--- config.mk ---
export PLATFORM = sky130hd
export DESIGN_NAME = booth2_seq_mult
export DESIGN_NICKNAME = d
export VERILOG_FILES = /design/src/rtl/booth2_seq_mult.sv
export SDC_FILE = /design/constraint.sdc
export NUM_CORES = 1
export LEC_CHECK = 0
export ABC_AREA = 1
export BUFFER_PORTS_ARGS = -buffer_cell sky130_fd_sc_hd__buf_2
export CAP_MARGIN = 20
export CORE_MARGIN = 3
export CORE_UTILIZATION = 60
export CTS_BUF_LIST = sky130_fd_sc_hd__clkbuf_8 sky130_fd_sc_hd__clkbuf_16
export CTS_CLUSTER_DIAMETER = 100
export CTS_CLUSTER_SIZE = 20
export DETAILED_ROUTE_END_ITERATION = 12
export PLACE_DENSITY = 0.82
export SYNTH_ARGS = -nofsm -noshare
export SYNTH_HDL_FRONTEND = slang
export SYNTH_SLANG_ARGS = --single-unit
export TNS_END_PERCENT = 5
--- constraint.sdc ---
create_clock -name clk -period 5.35 [get_ports clk]
set_input_delay 0.2675 -clock clk [delete_from_list [all_inputs] [get_ports clk]]
set_output_delay 0.2675 -clock clk [all_outputs]
set_load 0.005 [all_outputs]
--- src/rtl/booth2_seq_mult.sv ---
// booth2_seq_mult: iterative unsigned radix-4 Booth multiplier, one recoded digit per cycle.
module booth2_seq_mult #(
  parameter int W = 4
) (
  input  logic           clk,
  input  logic           reset_b,
  input  logic           start,
  input  logic [W-1:0]   a,
  input  logic [W-1:0]   b,
  output logic           busy,
  output logic           done,
  output logic [2*W-1:0] p,
  output logic           sel_m1,
  output logic           sel_m2,
  output logic           sel_s
);
  localparam int D  = W / 2 + 1;
  localparam int IW = $clog2(D + 1);
  localparam logic [IW-1:0] LAST = IW'(D - 1);
  typedef enum logic [1:0] {S_IDLE, S_RUN, S_DONE} state_t;
  state_t         r_state, w_state_nxt;
  logic [W+2:0]   r_a;
  logic [W-1:0]   r_b;
  logic [2*W-1:0] r_acc, r_p, w_sum, w_ext, w_cin;
  logic [IW-1:0]  r_i;
  logic [2:0]     w_t;
  logic [W:0]     w_w, w_pp;
  logic           w_run;
  always_ff @(posedge clk or negedge reset_b)
    if (!reset_b) r_state <= S_IDLE;
    else r_state <= w_state_nxt;
  always_comb begin
    w_state_nxt = (r_state == S_IDLE) ? (start ? S_RUN : S_IDLE) :
                  (r_state == S_RUN) ? ((r_i == LAST) ? S_DONE : S_RUN) : S_IDLE;
    w_run  = r_state == S_RUN;
    w_t    = r_a[2:0];
    sel_m1 = w_run & (w_t[0] ^ w_t[1]);
    sel_m2 = w_run & ((w_t == 3'b011) | (w_t == 3'b100));
    sel_s  = w_run & w_t[2];
    busy   = w_run;
    done   = r_state == S_DONE;
    w_w    = sel_m2 ? {r_b, 1'b0} : (sel_m1 ? {1'b0, r_b} : '0);
    w_pp   = w_w ^ {(W + 1){sel_s}};
    // The low 2W bits of the modular sum are all that p ever needs.
    w_ext  = {{(W - 1){sel_s}}, w_pp};
    w_cin  = {{(2 * W - 1){1'b0}}, sel_s};
    w_sum  = r_acc + (w_ext << {r_i, 1'b0}) + (w_cin << {r_i, 1'b0});
  end
  always_ff @(posedge clk or negedge reset_b)
    if (!reset_b) begin
      r_a   <= '0;
      r_b   <= '0;
      r_acc <= '0;
      r_i   <= '0;
      r_p   <= '0;
    end else if (r_state == S_IDLE && start) begin
      r_a   <= {2'b00, a, 1'b0};
      r_b   <= b;
      r_acc <= '0;
      r_i   <= '0;
    end else if (w_run) begin
      r_a   <= r_a >> 2;
      r_acc <= w_sum;
      r_i   <= r_i + IW'(1);
      if (r_i == LAST) r_p <= w_sum;
    end
  assign p = r_p;
endmodule

# Yosys cells after proc, flatten, opt, wreduce, memory -nomap -nowiden
# Index checks and enable logic that the tools add are counted.
dict set report op_classes {
  n_reduce_logical 4
  n_shift 2
  n_eq_ne 5
  n_mux 12
  bitwise 7
  addsub 3
}
# op n
set op_table {}
lappend op_table {{$add 8x8->8} 2}
lappend op_table {{$mux 8} 2}
lappend op_table {{$mux 7} 2}
lappend op_table {{$mux 2} 5}
lappend op_table {{$shl 1x3->8} 1}
lappend op_table {{$shl 8x3->8} 1}
lappend op_table {{$mux 5} 1}
lappend op_table {{$xor 5x5->5} 1}
lappend op_table {{$eq 2x2->1 const B} 2}
lappend op_table {{$mux 4} 1}
lappend op_table {{$and 1x1->1} 3}
lappend op_table {{$eq 3x2->1 const B} 1}
lappend op_table {{$eq 3x3->1 const B} 1}
lappend op_table {{$reduce_and 3->1} 1}
lappend op_table {{$add 2x1->2 const B} 1}
lappend op_table {{$eq 2x1->1 const B} 1}
lappend op_table {{$logic_not 2->1} 1}
lappend op_table {{$reduce_bool 2->1} 1}
lappend op_table {{$logic_and 1x1->1} 1}
lappend op_table {{$mux 1} 1}
lappend op_table {{$not 1->1} 1}
lappend op_table {{$or 1x1->1} 1}
lappend op_table {{$xor 1x1->1} 1}
dict set report word_totals {
  elab_cells 39
  out_inout_bits 13
  in_bits 11
  regBits 31
}

# Logic depth before layout (Yosys ltp)
# Gate-level depths: netlist of the first run.
dict set report logic_depth {
  word_depth 10
  mapped_depth 25
  ltp_nobuf 25
}

# Worst setup path before layout of the first run
# Ideal clock, no wire load.
dict set report synth_path {
  path_type {register to register}
  startpoint {reg r_a[0]}
  endpoint {reg r_acc[7]}
  stages_incl_launch_ff 22
  required_ps 5234
  synth_period_minus_slack_ps 3260
  path_buffers 0
  arrival_time_ps 3143
  setup_slack_ps 2090
  setup_ps 116
  path_cell_list {dfrtp_1 inv_1 ha_1 nand3_1 inv_2 nand3_1 o21ai_1 xor2_1 nand2_1 o21ai_1 or2_1 fa_1 fa_1 inv_1 nand4_1 a31o_2 nand2_1 inv_1 nand3_1 nand2_1 nand2_1 nand2_1}
}
dict set report synth_via {
  elab_chain_cells 10
  elab_cells_between_ends 14
  classes_between {2 x add/sub; 2 x eq/ne; 1 x shift; 4 x mux; 5 x bitwise}
}
# item line
set synth_rtl {}
lappend synth_rtl {{start: declaration} 22} ;# logic [W+2:0] r_a;
lappend synth_rtl {{start signal: assignment} 57} ;# r_a <= {2'b00, a, 1'b0};
lappend synth_rtl {{start signal: assignment} 62} ;# r_a <= r_a >> 2;
lappend synth_rtl {{$xor 1x1->1} 37} ;# sel_m1 = w_run & (w_t[0] ^ w_t[1]);
lappend synth_rtl {{$and 1x1->1} 37}
lappend synth_rtl {{named net sel_m1} 13} ;# output logic sel_m1,
lappend synth_rtl {{$mux 4} 42} ;# w_w = sel_m2 ? {r_b, 1'b0} : (sel_m1 ? {1'b0, r_b} : '0);
lappend synth_rtl {{$mux 5} 42}
lappend synth_rtl {{$xor 5x5->5} 43} ;# w_pp = w_w ^ {(W + 1){sel_s}};
lappend synth_rtl {{$shl 8x3->8} 47} ;# w_sum = r_acc + (w_ext << {r_i, 1'b0}) + (w_cin << {r_i, 1'b0});
lappend synth_rtl {{$add 8x8->8 (2 in series)} 47}
lappend synth_rtl {{$mux 8} 61} ;# end else if (w_run) begin
lappend synth_rtl {{$mux 8} 56} ;# end else if (r_state == S_IDLE && start) begin
lappend synth_rtl {{end signal: assignment} 63} ;# r_acc <= w_sum;
lappend synth_rtl {{end: declaration} 24} ;# logic [2*W-1:0] r_acc, r_p, w_sum, w_ext, w_cin;
# The timed path passes the listed nets, and every way through them passes these cells. The select of a mux whose other input is x is not followed.
# A chain may end at the register's enable or synchronous reset.

# Worst setup path after layout of the first run
dict set report layout_path {
  startpoint {reg r_a[1]}
  endpoint {reg r_acc[7]}
}
dict set report layout_via {
  elab_chain_cells 10
  elab_cells_between_ends 14
  classes_between {2 x add/sub; 2 x eq/ne; 1 x shift; 4 x mux; 5 x bitwise}
}
# item line
set layout_rtl {}
lappend layout_rtl {{$eq 3x2->1, or another cell as far along} 38} ;# sel_m2 = w_run & ((w_t == 3'b011) | (w_t == 3'b100));
lappend layout_rtl {{$or 1x1->1 / $and 1x1->1 (equally long branches)} {38, 37}}
lappend layout_rtl {{$and 1x1->1 / $mux 4 (equally long branches)} {38, 42}}
lappend layout_rtl {{$mux 5 (*)} 42}
lappend layout_rtl {{$xor 5x5->5 (*)} 43}
lappend layout_rtl {{$shl 8x3->8 (*)} 47}
lappend layout_rtl {{$add 8x8->8 (*) (2 in series)} 47}
lappend layout_rtl {{$mux 8 (*)} 61}
lappend layout_rtl {{$mux 8 (*)} 56}
# Mark *: on every way between the ends. The rest lies on a longest branch, timed or not. The select of a mux whose other input is x is not followed.

==> metrics.txt, run 1 <==
Synth Flop Type=dfrtp_1; DRT antenna net count=0; vias=1,575; Worst Setup End Kind=register; first-pass GRT wire length=6.78 mm; clock latency on the worst-skew pair=0.29 ns; placed cell count=297; Fin Clk Skew=0.00636 ns; Reg-to-Reg Start=r_a[1]; CTS max path bufs=2; CP bufs+invs=4; final core occ=73.6%; RSZ-0062 raised after global routing=false; Max Freq=277 MHz; Vias/cell=5.16; vias in the first global route=1,446; asr flop ratio synth=100%; peak supply drop=0.352 mV; CTS root buffer=clkbuf_8; largest net degree at the start of global routing=30; Crit-path slowest cell=fa_1; CTS tree=built; Critical path origin=r_a[1]; Tcrit/Tclk final=67.5%; filler instances=231; clk slew on worst S/H paths=0.07 ns; worst-path cell chain=inv_1 -> ha_1 -> nand3_1 -> inv_2 -> nand3_1 -> o21ai_1 -> o21ai_1 -> or2_1 -> fa_1 -> fa_1 -> inv_1 -> nand4_1 -> a31o_2 -> nand2_1 -> inv_1 -> nand3_1 -> nand2_1 -> nand2_1 -> nand2_1; Initial Utilization=65.6%; Total Routed Length=4.13 mm; CP Data Arrival Time=3.79 ns; Netlist Area Pre-Place=1890 sq um; post-detail-place hpwl=3.10 mm; Setup crit end=r_acc[7]; Critical Path Start Type=register; GR Overflow Total=0; nets=290; Slew @ Worst Pin=0.624 ns; outcome=finished with violations; min-delay worst type=input port to async pin; Die X-Extent=62.1 microns; min Tclk post-route=3.61 ns; Die Height=62.1 microns; 1st-iter DRT viols=77; CP max stage delay=0.51 ns; Syn Area/Cell=7.93 sq um; Crit path top cell by count=nand2_1; CP Max Fanout=3; Max-Cap Viols=0; initial antenna violation count=0; Leak=0.00113 uW; synthesis-stage register bit count=29; setup bufs post-CTS=0; Setup Total Neg Slack=0 ns; Setup WS post-layout=1.74 ns; Clock Sinks=29; failing checks=negative hold slack; Distinct cells, synth=28; Post-synth EDFFs=0; Net Count, Synth=266; cells resized by post-CTS repair=0; worst path required time=5.52 ns; Syn. warnings=0; IO Count=24; Synth Instances=238; antenna cells=0; Area Growth Syn to Fin=12.3%; Core Region=2880 sq um; leading cell types in the layout, fill and taps excluded=nand2_1 (67), dfrtp_1 (29), inv_1 (28), nand3_1 (24), buf_2 (23); GRT Overall Usage=24.9%; Setup Viol. Count Final=0; Port Buffer Count=23; sequential-to-total area share from yosys stat=38.5%; r2r setup slk=1.74 ns; Register-to-Register Path Depth=19; Hold-fix buffers, CTS=0; routability cong.=0.868; critical setup path kind=register to register; Hold Fails Final Rpt=23; Hold Slack=-0.00330 ns; Post-route DRC=0; dpl ws=1.80 ns; CTS buffer count=5; H-tree levels=2; final std cells w/o fill=305; Pwr per Cell Area=714 nW/um^2; Die ar.=3850 sq um; drt pass-1 iters=4; capture point of the worst reg-to-reg path=r_acc[7]; max-slew violation count=0; Worst path depth=19; post-DR wirelength/cell=13.5 microns; CP delay by family, top=adder cells; relative slew slack=58.4%; Core Rows=19; commonest non-fill, non-tap cell in the layout=nand2_1; share of cells above drive strength 1=16.7%
==> area by class of cell <==
cell class	instances	area [sq um]	area share, %
Clock inverter	3	17.5	0.827
Multi-Input combinational cell	168	1000	47.4
Timing Repair Buffer	23	115	5.43
Inverter	35	134	6.32
Clock buffer	5	68.8	3.25
Tap cell	42	52.6	2.48
Sequential cell	29	726	34.3
==> where the power goes <==
part	leakage (uW)	internal, uW	switching, uW	total [uW]
Combinational	0.000723	341	593	934
Sequential	0.000368	320	79.6	400
Clock	0.0000439	89.6	89.6	179
Total	0.00113	751	762	1510
==> routing by layer <==
layer  share of wire, %  global-route usage [%]  wire (microns)  vias to the layer above
li1                   -                       -               -                      809
met1                 49                    37.8            2040                      708
met2                 43                    34.6            1790                       48
met3                4.9                    4.75             204                       10
met4                2.3                    10.6              93                        0
met5                  0                       0               0                        -
==> synthesized netlist by cell type, drive strengths merged, types with 3 or more instances <==
master  number  area (sq um)
nor2        10          75.1
nand3       25           138
a21oi        4          20.0
o22ai        3          18.8
dfrtp       29           726
ha          12           150
fa           5           100
o21ai       24           120
nand2       68           258
nor3         3          15.0
inv         33           126
clkbuf       6          22.5
xor2         3          26.3
xnor2        3          26.3
==> per-stage QoR <==
stage	hold WS, ns	cell area [sq um]	total power [uW]
after floorplan	-0.0281	1890	1080
after global placement	0.321	2030	1290
after detailed placement	0.317	2030	1310
after CTS	0.0162	2120	1510
after global routing	0.0321	2120	1680
final	-0.00330	2120	1510
==> sequential cells by signal, indices dropped and copies added (netlist names) <==
signal and count:
r_b 4, p 8, r_acc 8, r_state 2
r_a 5, r_i 2
==> worst min path at each step <==
stage          startpoint      to  slack, ns
6_report          reset_b    p[3]     -0.003
5_1_grt           reset_b  r_b[1]       0.03
4_1_cts           reset_b    p[0]       0.02
3_5_place_dp      reset_b  r_b[1]       0.32
3_3_place_gp      reset_b  r_b[1]       0.32
2_1_floorplan     reset_b    p[0]      -0.03
==> cell families (layout without fill, tap and decap cells) <==
| logic type | Yosys count | count (layout) | share of synthesized area (%) |
|---|---|---|---|
| AOI/OAI and AO/OA | 35 | 35 | 10.1 |
| DFF | 29 | 29 | 38.5 |
| xor gates and xnor gates | 6 | 6 | 2.79 |
| adders and majority gates | 17 | 17 | 13.3 |
| and+or+nand+nor | 110 | 110 | 27.1 |
| buffers and inverters | 41 | 66 | 8.29 |
Note: power is estimated with default switching activity, not from simulation.
==> inputs of run 2 (changes only) <==
--- a/config.mk
+++ b/config.mk
@@ -9,12 +9,12 @@
 export BUFFER_PORTS_ARGS = -buffer_cell sky130_fd_sc_hd__buf_2
 export CAP_MARGIN = 20
 export CORE_MARGIN = 3
-export CORE_UTILIZATION = 60
+export CORE_UTILIZATION = 57
 export CTS_BUF_LIST = sky130_fd_sc_hd__clkbuf_8 sky130_fd_sc_hd__clkbuf_16
 export CTS_CLUSTER_DIAMETER = 100
 export CTS_CLUSTER_SIZE = 20
 export DETAILED_ROUTE_END_ITERATION = 12
-export PLACE_DENSITY = 0.82
+export PLACE_DENSITY = 0.79
 export SYNTH_ARGS = -nofsm -noshare
 export SYNTH_HDL_FRONTEND = slang
 export SYNTH_SLANG_ARGS = --single-unit
==> constraint.sdc (replaced) <==
create_clock -name clk -period 3.7 [get_ports clk]
set_input_delay 0.185 -clock clk [delete_from_list [all_inputs] [get_ports clk]]
set_output_delay 0.185 -clock clk [all_outputs]
set_load 0.005 [all_outputs]
==> run 2 against run 1 <==
Net effect:
- the flow now finishes without violations
- sequential share of layout area down 0.85 points
- clock skew up 0.00097 ns
- maximum frequency up 7.0%
- critical path type unchanged
- non-clock buffer count up 2
==> metrics.txt, run 2 (same netlist as run 1, synthesis figures left out) <==
outcome=complete, no violations; CP Max Fanout=3 (unchanged); Worst Setup End Kind=register; Max Freq=296 MHz (+7.0%); peak supply drop=0.543 mV (+54%); Slew @ Worst Pin=0.647 ns (+0.0225 ns); post-detail-place hpwl=3.14 mm (+1.4%); commonest non-fill, non-tap cell in the layout=nand2_1; DRT antenna net count=0 (unchanged); Port Buffer Count=23 (unchanged); Clock Sinks=29 (unchanged); GR Overflow Total=0 (unchanged); routability cong.=0.863 (-0.61%); H-tree levels=2 (unchanged); Core Rows=20 (+1); CP max stage delay=0.49 ns (-0.02 ns); GRT Overall Usage=22.9% (-2.1 points); Crit path top cell by count=nand2_1; CTS max path bufs=2 (unchanged); Post-route DRC=0 (unchanged); post-DR wirelength/cell=13.4 microns (-1.1%); nets=292 (+0.69%); Leak=0.00116 uW (+1.9%); Vias/cell=5.31 (+2.8%); relative slew slack=56.9% (-1.5 points); 1st-iter DRT viols=113 (+47%); HP Start=b[2]; RSZ-0062 raised after global routing=false; clk slew on worst S/H paths=0.07 ns (about the same); Area Growth Syn to Fin=15.1%; met2 Resource Use GR=31.7% (-2.9 points); share of cells above drive strength 1=17.7% (+1.0 points); drt pass-1 iters=4 (unchanged); M1 GR Usage=34.4% (-3.4 points); CTS buffer count=5 (unchanged); Register-to-Register Path Depth=21 (+2); CP delay by family, top=adder cells; Pwr per Cell Area=1040 nW/um^2 (+45%); r2r setup slk=0.32 ns (-1.41 ns); Max-Cap Viols=0 (unchanged); Core Region=3100 sq um (+7.9%); Total Routed Length=4.14 mm (+0.19%); filler instances=260 (+13%); met3 Use GR=5.17% (+0.42 points); Initial Utilization=60.8% (-4.8 points); vias in the first global route=1,445 (-0.069%); initial antenna violation count=0 (unchanged); CTS tree=built; cell area after layout=2170 sq um (+2.5%); Setup Viol. Count Final=0 (unchanged); vias=1,641 (+4.2%); Fin Clk Skew=0.00733 ns (+0.000968 ns); Tcrit/Tclk final=91.3% (+24 points); hold path endpoint=r_b[2]; worst-path cell chain=inv_1 -> ha_1 -> nand3_1 -> inv_2 -> nand3_1 -> o21ai_1 -> xor2_1 -> nand2_1 -> o21ai_1 -> or2_1 -> fa_1 -> fa_2 -> inv_1 -> nand4_1 -> a31o_2 -> nand2_1 -> inv_1 -> nand3_1 -> nand2_1 -> nand2_1 -> nand2_1; IO Count=24 (unchanged); Hold Path Stages=3; min-delay worst type=input port to register; first-pass GRT wire length=6.98 mm (+3.1%); clock latency on the worst-skew pair=0.29 ns (about the same); Setup Total Neg Slack=0 ns (unchanged); Die ar.=4040 sq um (+4.8%); min Tclk post-route=3.38 ns (-0.235 ns); leading cell types in the layout, fill and taps excluded=nand2_1 (66), dfrtp_1 (29), inv_1 (28), nand3_1 (24), buf_2 (23); Reg-to-Reg Start=r_a[1]; critical setup path kind=register to register; Area after DPL=2040 sq um (+0.49%); largest net degree at the start of global routing=30 (unchanged); max-slew violation count=0 (unchanged); Critical Path Start Type=register; capture point of the worst reg-to-reg path=p[7]; CP bufs+invs=4 (unchanged); CTS root buffer=clkbuf_8; Power, Total=2250 uW (+49%); Die X-Extent=63.5 microns (+2.4%); CP Data Arrival Time=3.57 ns (-0.22 ns); Die Height=63.5 microns (+2.4%); Crit-path slowest cell=fa_1; antenna cells=0 (unchanged); worst path required time=3.89 ns (-1.63 ns); busiest grt layer=met1; Hold Fails Final Rpt=0 (-100%)
## run 2: report_power, final
group	internal [uW]	leakage, uW	switching (uW)	total [uW]
Clock	201	0.0000543	137	338
Sequential	463	0.000368	121	584
Combinational	503	0.000734	829	1330
## run 2: layout make-up
class / count / area [sq um] / area share [%]
Clock buffer: 5 / 68.8 / 3.17
Clock inverter: 3 / 46.3 / 2.13
Inverter: 35 / 134 / 6.16
Multi-Input combinational cell: 168 / 1010 / 46.5
Sequential cell: 29 / 726 / 33.4
Tap cell: 44 / 55.1 / 2.53
Timing Repair Buffer: 25 / 133 / 6.11
## run 2: how the worst max path moves through the flow
stage	startpoint	to	cells past startpoint
after floorplan	r_a[0]	r_acc[7]	21
after global placement	r_a[0]	p[7]	22
after detailed placement	r_a[1]	p[7]	22
after CTS	r_a[1]	p[7]	22
after global routing	r_a[1]	r_acc[7]	24
final	r_a[1]	p[7]	21
## run 2: timing repair
action / in CTS / in global routing
buffers inserted: 0 / 0
hold buffers: 1 / 0
resized for setup: 0 / 2
endpoints found under the hold margin: 29 / 0
setup endpoints to repair: 0 / 3
## run 2: metal layers
layer | part of all wire, % | wire length, microns
met1 | 48 | 1980
met2 | 44 | 1840
met3 | 5.9 | 245
met4 | 1.6 | 68
met5 | 0 | 0
## run 2: worst min-delay path: cells and delay by family
kind / cells / cell delay [ns]
and+or+nand+nor: 2 / 0.08
buffers and inverters: 1 / 0.07
## run 2: stage by stage
| step | setup slack [ns] | util [%] | hold slack (ns) | instances |
|---|---|---|---|---|
| floorplan | 0.440 | - | -0.111 | 238 |
| global placement | 0.320 | 65.8 | 0.239 | 300 |
| detailed placement | 0.253 | 65.8 | 0.242 | 300 |
| CTS | 0.254 | 69.8 | 0.0838 | 309 |
| global route | 0.00385 | 70.0 | 0.0872 | 309 |
| finish | 0.322 | 70.0 | 0.0857 | 309 |
